File: src/rtl/lsu_pkg.sv
// rtl/lsu_pkg.sv - shared encodings for the load/store unit
//
// Purpose: RV32 funct3 size/sign codes, internal access-size codes, the FSM
// state enum and the funct3 decode helpers used by load_store_unit.
// Ports: none (package).
package lsu_pkg;

  localparam logic [2:0] F3_B  = 3'b000;
  localparam logic [2:0] F3_H  = 3'b001;
  localparam logic [2:0] F3_W  = 3'b010;
  localparam logic [2:0] F3_BU = 3'b100;
  localparam logic [2:0] F3_HU = 3'b101;

  localparam logic [1:0] SZ_B = 2'd0;
  localparam logic [1:0] SZ_H = 2'd1;
  localparam logic [1:0] SZ_W = 2'd2;

  typedef enum logic [1:0] {
    ST_IDLE  = 2'd0,
    ST_READ  = 2'd1,
    ST_WRITE = 2'd2,
    ST_RESP  = 2'd3
  } state_t;

  // Unsigned codes exist only for loads; any undefined code is a full word.
  function automatic logic [1:0] f3_size(input logic we, input logic [2:0] f3);
    logic [1:0] sz;
    case (f3)
      F3_B:    sz = SZ_B;
      F3_H:    sz = SZ_H;
      F3_W:    sz = SZ_W;
      F3_BU:   sz = we ? SZ_W : SZ_B;
      F3_HU:   sz = we ? SZ_W : SZ_H;
      default: sz = SZ_W;
    endcase
    return sz;
  endfunction

  function automatic logic f3_unsigned(input logic [2:0] f3);
    return (f3 == F3_BU) || (f3 == F3_HU);
  endfunction

endpackage

File: src/rtl/lsu_align.sv
// rtl/lsu_align.sv - byte/halfword lane merge and extract for the load/store unit
//
// Purpose: combinational lane logic. Store side replaces the addressed lanes
// of a memory word; load side extracts the addressed lanes and extends them.
// Ports:
//   i_size     access size code (SZ_B/SZ_H/SZ_W)
//   i_unsigned zero-extend instead of sign-extend on loads
//   i_off      byte offset within the word (addr[1:0])
//   i_word     memory word being merged into / extracted from
//   i_wdata    right-aligned store data
//   o_merged   full word to write back
//   o_loaded   extended load result
module lsu_align
  import lsu_pkg::*;
(
  input  logic [1:0]  i_size,
  input  logic        i_unsigned,
  input  logic [1:0]  i_off,
  input  logic [31:0] i_word,
  input  logic [31:0] i_wdata,
  output logic [31:0] o_merged,
  output logic [31:0] o_loaded
);

  logic [7:0]  w_byte;
  logic [15:0] w_half;

  always_comb begin
    case (i_off)
      2'd0:    w_byte = i_word[7:0];
      2'd1:    w_byte = i_word[15:8];
      2'd2:    w_byte = i_word[23:16];
      default: w_byte = i_word[31:24];
    endcase
    w_half = i_off[1] ? i_word[31:16] : i_word[15:0];

    if (i_size == SZ_B)
      o_loaded = {{24{w_byte[7] & ~i_unsigned}}, w_byte};
    else if (i_size == SZ_H)
      o_loaded = {{16{w_half[15] & ~i_unsigned}}, w_half};
    else
      o_loaded = i_word;
  end

  always_comb begin
    o_merged = i_word;
    if (i_size == SZ_B) begin
      case (i_off)
        2'd0:    o_merged[7:0]   = i_wdata[7:0];
        2'd1:    o_merged[15:8]  = i_wdata[7:0];
        2'd2:    o_merged[23:16] = i_wdata[7:0];
        default: o_merged[31:24] = i_wdata[7:0];
      endcase
    end else if (i_size == SZ_H) begin
      if (i_off[1]) o_merged[31:16] = i_wdata[15:0];
      else          o_merged[15:0]  = i_wdata[15:0];
    end else begin
      o_merged = i_wdata;
    end
  end

endmodule

File: src/rtl/load_store_unit.sv
// rtl/load_store_unit.sv - RV32 load/store unit in front of a word-wide memory
//
// Purpose: accepts one access at a time, performs read / read-modify-write /
// write on a word memory and returns an extended load result.
// Build option: MISALIGN_TRAP_EN - misaligned halfword/word accesses complete
// immediately with resp_err=1 instead of being forced to alignment.
// Ports:
//   clk, rst                        clock, synchronous active-high reset
//   req_valid/req_ready             access handshake
//   req_we, req_funct3              store flag and RV32 size/sign code
//   req_addr, req_wdata             byte address, right-aligned store data
//   resp_valid, resp_rdata, resp_err  one-cycle completion with result
//   mem_read, mem_write             memory strobes (never both)
//   mem_addr, mem_wdata, mem_rdata  word-aligned memory address and data
module load_store_unit
  import lsu_pkg::*;
#(
  parameter int ADDR_W = 32
) (
  input  logic              clk,
  input  logic              rst,
  input  logic              req_valid,
  output logic              req_ready,
  input  logic              req_we,
  input  logic [2:0]        req_funct3,
  input  logic [ADDR_W-1:0] req_addr,
  input  logic [31:0]       req_wdata,
  output logic              resp_valid,
  output logic [31:0]       resp_rdata,
  output logic              resp_err,
  output logic              mem_read,
  output logic              mem_write,
  output logic [ADDR_W-1:0] mem_addr,
  output logic [31:0]       mem_wdata,
  input  logic [31:0]       mem_rdata
);

  state_t            r_state;
  state_t            w_next;
  logic              r_we;
  logic [1:0]        r_size;
  logic              r_uns;
  logic [ADDR_W-1:0] r_addr;
  logic [31:0]       r_wdata;
  logic [31:0]       r_word;
  logic [31:0]       r_rdata;

  logic              w_accept;
  logic              w_trap;
  logic [1:0]        w_size;
  logic [ADDR_W-1:0] w_addr_al;
  logic [31:0]       w_align_word;
  logic [31:0]       w_merged;
  logic [31:0]       w_loaded;

  assign w_size   = f3_size(req_we, req_funct3);
  assign w_accept = req_valid && (r_state == ST_IDLE);

  // Low address bits are forced to the access alignment before latching.
  always_comb begin
    w_addr_al = req_addr;
    if (w_size == SZ_H)      w_addr_al[0]   = 1'b0;
    else if (w_size == SZ_W) w_addr_al[1:0] = 2'b00;
  end

`ifdef MISALIGN_TRAP_EN
  logic r_err;

  assign w_trap = ((w_size == SZ_H) && req_addr[0]) ||
                  ((w_size == SZ_W) && (req_addr[1:0] != 2'b00));

  always_ff @(posedge clk) begin
    if (rst)           r_err <= 1'b0;
    else if (w_accept) r_err <= w_trap;
  end

  assign resp_err = r_err;
`else
  assign w_trap   = 1'b0;
  assign resp_err = 1'b0;
`endif

  // State register
  always_ff @(posedge clk) begin
    if (rst) r_state <= ST_IDLE;
    else     r_state <= w_next;
  end

  // Next-state logic. Sub-word stores need the old word, so they read first.
  always_comb begin
    w_next = r_state;
    case (r_state)
      ST_IDLE: begin
        if (req_valid) begin
          if (w_trap)                         w_next = ST_RESP;
          else if (req_we && w_size == SZ_W)  w_next = ST_WRITE;
          else                                w_next = ST_READ;
        end
      end
      ST_READ:  w_next = r_we ? ST_WRITE : ST_RESP;
      ST_WRITE: w_next = ST_RESP;
      default:  w_next = ST_IDLE;
    endcase
  end

  // Request latch and capture registers
  always_ff @(posedge clk) begin
    if (rst) begin
      r_we    <= 1'b0;
      r_size  <= SZ_B;
      r_uns   <= 1'b0;
      r_addr  <= '0;
      r_wdata <= '0;
      r_word  <= '0;
      r_rdata <= '0;
    end else begin
      if (w_accept) begin
        r_we    <= req_we;
        r_size  <= w_size;
        r_uns   <= f3_unsigned(req_funct3);
        r_addr  <= w_addr_al;
        r_wdata <= req_wdata;
        r_rdata <= '0;
      end
      if (r_state == ST_READ) begin
        r_word <= mem_rdata;
        if (!r_we) r_rdata <= w_loaded;
      end
    end
  end

  // Loads extract straight from the live read data; stores merge into the
  // captured word.
  assign w_align_word = (r_state == ST_WRITE) ? r_word : mem_rdata;

  lsu_align u_align (
    .i_size     (r_size),
    .i_unsigned (r_uns),
    .i_off      (r_addr[1:0]),
    .i_word     (w_align_word),
    .i_wdata    (r_wdata),
    .o_merged   (w_merged),
    .o_loaded   (w_loaded)
  );

  // Output logic
  always_comb begin
    req_ready  = (r_state == ST_IDLE);
    mem_read   = (r_state == ST_READ);
    mem_write  = (r_state == ST_WRITE);
    resp_valid = (r_state == ST_RESP);
    mem_wdata  = (r_state == ST_WRITE) ? w_merged : 32'h0;
    mem_addr   = {r_addr[ADDR_W-1:2], 2'b00};
    resp_rdata = r_rdata;
  end

endmodule

File: config.mk
export PLATFORM = sky130hd
export DESIGN_NAME = load_store_unit
export DESIGN_NICKNAME = d
export VERILOG_FILES = /design/src/rtl/lsu_pkg.sv /design/src/rtl/lsu_align.sv /design/src/rtl/load_store_unit.sv
export SDC_FILE = /design/constraint.sdc
export NUM_CORES = 1
export LEC_CHECK = 0
export CAP_MARGIN = 20
export CORE_MARGIN = 10
export CORE_UTILIZATION = 35
export CTS_CLUSTER_SIZE = 30
export DETAILED_ROUTE_END_ITERATION = 10
export SLEW_MARGIN = 10
export SYNTH_ARGS = -nofsm -noshare
export SYNTH_HDL_FRONTEND = slang
export SYNTH_SLANG_ARGS = --single-unit
export TNS_END_PERCENT = 50
File: constraint.sdc
create_clock -name clk -period 2.44 [get_ports clk]
set_clock_uncertainty 0.15 [all_clocks]
set_input_delay 0.366 -clock clk [delete_from_list [all_inputs] [get_ports clk]]
set_output_delay 0.366 -clock clk [all_outputs]
set_load 0.02 [all_outputs]
==> Flow_metrics.wiki <==
{| class="wikitable"
! Metric !! Value
|-
| Status || complete, but fails checks
|-
| Violations in the final reports || negative setup slack
|-
| Number of global-route vias before repair || about 6800
|-
| Number of register bits inferred by synthesis || 134
|-
| Detail-routed via count per cell || 5.14
|-
| WL final || 26900 um
|-
| Area of the core || just over 20000 sq um
|-
| Post-synth EDFFs || 0
|-
| Final-layout setup total negative slack || -4150 ps
|-
| Post-placement setup slack || -269 ps
|-
| Max-cap viol count || 0
|-
| Sink count of the clock tree || 134
|-
| Detailed placer's ending HPWL || roughly 19000 um
|-
| Type of the worst setup path || reg2out
|-
| Clock latency on the worst-skew pair || approximately 430 ps
|-
| Worst endpoint required time || about 1900 ps
|-
| Area of the die || roughly 27000 sq um
|-
| Number of antenna cells inserted || 0
|-
| Count of pins on the block boundary || about 200
|-
| Worst Setup End Kind || primary output
|-
| Dominant synthesized flop cell || dfxtp_1
|-
| Synthesis-to-finish area growth || 54.8%
|-
| Share of the yosys chip area belonging to registers || a little under two fifths
|-
| Fraction of layout instances using a drive strength above 1 || between 20% and 30%
|-
| Part of the total power dissipated in combinational logic || between 50 and 60%
|-
| Number of iterations in the first detailed-routing pass || 5
|-
| Buffers added on ports || 200
|-
| Number of unique standard cell types used by synthesis || 49
|-
| Die Span Y || between 150 and 200 um
|-
| Total routing resource utilization after global routing || roughly 19%
|-
| Total internal power || about 7300 uW
|-
| Die X-Extent || 163 um
|-
| Relative contribution of the clock network to total power || between 20% and 30%
|-
| Post-route DRC || 0
|-
| Final worst-path cycle share || 106%
|-
| Final Max Slew Viols || 0
|-
| First-pass GRT wire length || 39900 um
|-
| Switching part of the total power || between 30% and 40%
|-
| Max Freq || slightly below 400 MHz
|-
| Power per cell area || 1070 nW/um^2
|-
| Time the final worst path needs with I/O delays and setup || roughly 2600 ps
|-
| Ys Warns || 0
|-
| CTS tree || built
|-
| Post-CTS clock slew at the launch and capture registers of the worst setup and hold paths || ~60 ps
|-
| Sequence of cells on the critical path || inv_2, ha_4, buf_8, buf_8, mux2_4, inv_2, a211o_1, a21oi_2, buf_6
|-
| Data arrival time at the worst-slack endpoint || 2070 ps
|-
| Synthesized instance count || 870
|-
| Net switching power || ~4600 uW
|-
| Crit path max-delay family || buffers and inverters
|-
| Launching element type of the critical path || register
|-
| Initial core utilization || a little over a third
|-
| Sequential cell fraction of total power || 25.8%
|-
| Final Hold Violating Endpoints || 0
|-
| Slowest library cell on the worst path || dfxtp_2
|-
| Crit path largest cell delay || between 300 and 400 ps
|-
| Via total after detailed routing || between 7000 and 8000
|-
| Buffers from clock root to sink, at most || 2
|-
| Critical path buffers and inverters || 5
|-
| Global route overflow || 0
|-
| RSZ-0062 raised after global routing || true
|-
| Total CTS buffers || 17
|-
| Worst slew margin relative to its limit || between 50% and 60%
|-
| Pin count of the biggest net entering global routing || 74
|-
| Routability Congestion || 0.861
|-
| Post-synthesis instance area || ~7200 sq um
|-
| CTS H-tree lvls || 4
|-
| Actual slew at the worst max-slew pin || slightly above 600 ps
|-
| Final nets || roughly 1200
|-
| PnR worst setup slack || -149 ps
|-
| Per-cell routed wire length || a little under 20 um
|-
| Number of violations reported at the end of detailed-routing iteration 0 || ~560
|-
| Highest net fanout along the worst path || 7
|-
| Number of core rows || 52
|-
| Final number of setup-violating endpoints || between 40 and 50
|-
| Leakage power total || roughly 0.0043 uW
|-
| Worst IR drop on VDD || about 0.8 mV
|-
| Remaining antenna violation count after routing || 0
|-
| Buffer type at the clock tree root || clkbuf_16
|-
| Antenna violations before repair || 0
|-
| Share of flip-flops with an asynchronous set or reset || 0%
|-
| Classification of the worst-slack hold path || in2reg
|-
| Mean instance size in the synthesized netlist || around 8.2 sq um
|}
[layer usage]
layer	GRT usage [%]	wire length, um	vias to the layer above
met5	0	0	-
met4	5.25	635	0
met3	6.62	2190	38
met2	31.4	12900	238
met1	23.5	11200	3350
li1	-	-	3490
[worst min-delay path, stage by stage]
cell and delay, ps:
buf_4 130, buf_12 180, nor2_1 120
[layout make-up]
type | instances | area (sq um)
fill | 1898 | 9100
multi-input combinational | 614 | 4190
timing repair buffer | 322 | 3150
sequential | 134 | 2690
clock buffer | 17 | 425
tap | 270 | 338
clock inverter | 15 | 226
inverter | 13 | 52.6
[cell usage in the layout, fill, tap and decap left out, types with 4 or more instances in the layout]
cell type	count
inv_1	9
buf_4	114
nor2_1	48
mux2i_2	4
o21ai_0	15
nor2_2	4
o211ai_1	30
a221oi_2	6
clkbuf_16	19
mux2_4	6
bufinv_16	5
clkdlybuf4s50_1	163
dfxtp_1	130
or2_2	5
buf_6	20
a21oi_1	119
mux2_2	7
buf_12	14
a21oi_2	5
a32oi_1	7
a211oi_1	6
a311oi_2	17
nand2b_1	5
a311oi_1	12
buf_8	4
mux2i_1	70
mux2i_4	9
clkinvlp_4	4
nand2_1	179
dfxtp_2	4
[through the flow]
step / cells / power (uW) / utilization [%] / hold slack, ps / instance area, sq um
2_1_floorplan: 872 / 6170 / - / 283 / 7170
3_3_place_gp: 1321 / 8230 / 48.2 / 290 / 9720
3_5_place_dp: 1321 / 8260 / 48.2 / 297 / 9720
4_1_cts: 1367 / 11400 / 52.5 / 282 / 10600
5_1_grt: 1385 / 12500 / 54.9 / 294 / 11100
6_report: 1385 / 11900 / 54.9 / 269 / 11100
[kinds of logic after synthesis]
group | count (synthesis) | share of synthesized area, %
adder cells (fa/ha/maj) | 4 | 0.700
buffers and inverters | 124 | 9.27
AND/OR/NAND/NOR | 261 | 14.7
AO/OA/AOI/OAI | 250 | 23.6
flip-flops | 134 | 37.5
other | 1 | 0.0524
multiplexers | 96 | 14.1
[synthesized netlist by cell type, types with 6 or more instances]
cell type / number / area [sq um]
buf_2: 16 / 80.1
nor2_1: 55 / 206
dfxtp_1: 134 / 2680
a221oi_1: 7 / 61.3
o211ai_1: 30 / 225
buf_6: 6 / 67.6
a211oi_1: 11 / 82.6
mux2i_1: 80 / 801
buf_4: 35 / 263
a311oi_2: 13 / 195
mux2_2: 12 / 135
clkbuf_1: 48 / 180
inv_1: 12 / 45.0
a21oi_1: 125 / 626
nand2_1: 183 / 687
o21ai_0: 18 / 90.1
a32oi_1: 7 / 61.3
a311oi_1: 16 / 140
[registers in the layout, indices dropped and copies added (netlist names)]
signal	flops
r_addr	32
r_wdata	32
r_word	32
resp_rdata	32
r_size	2
r_state	2
r_uns	1
r_we	1
[power by group through the flow]
| stage | combinational, uW | clock, uW | sequential, uW |
|---|---|---|---|
| 2_1_floorplan | 3030 | 0 | 3130 |
| 3_3_place_gp | 5170 | 0 | 3050 |
| 3_5_place_dp | 5190 | 0 | 3070 |
| 4_1_cts | 5480 | 2910 | 3040 |
| 5_1_grt | 6390 | 3010 | 3110 |
| 6_report | 5960 | 2860 | 3060 |
[worst paths after layout]
kind / slack, ps / startpoint / cells past startpoint / to
min: 270 / rst / 3 / r_word[23]
max reg2reg: -140 / r_state[0] / 11 / resp_rdata[14]
min reg2reg: 300 / r_addr[14] / 2 / r_addr[14]
max: -150 / r_state[0] / 9 / mem_wdata[23]
[repair_timing]
action / 4_1_cts / 5_1_grt
buffers inserted: 13 / 22
hold endpoints to repair: 0 / 0
setup endpoints to repair: 34 / 59
resized for setup: 173 / 105
gates cloned: 1 / 2
pin swaps: 11 / 20
hold buffers: 0 / 0
Note: power is estimated with default switching activity, not from simulation.
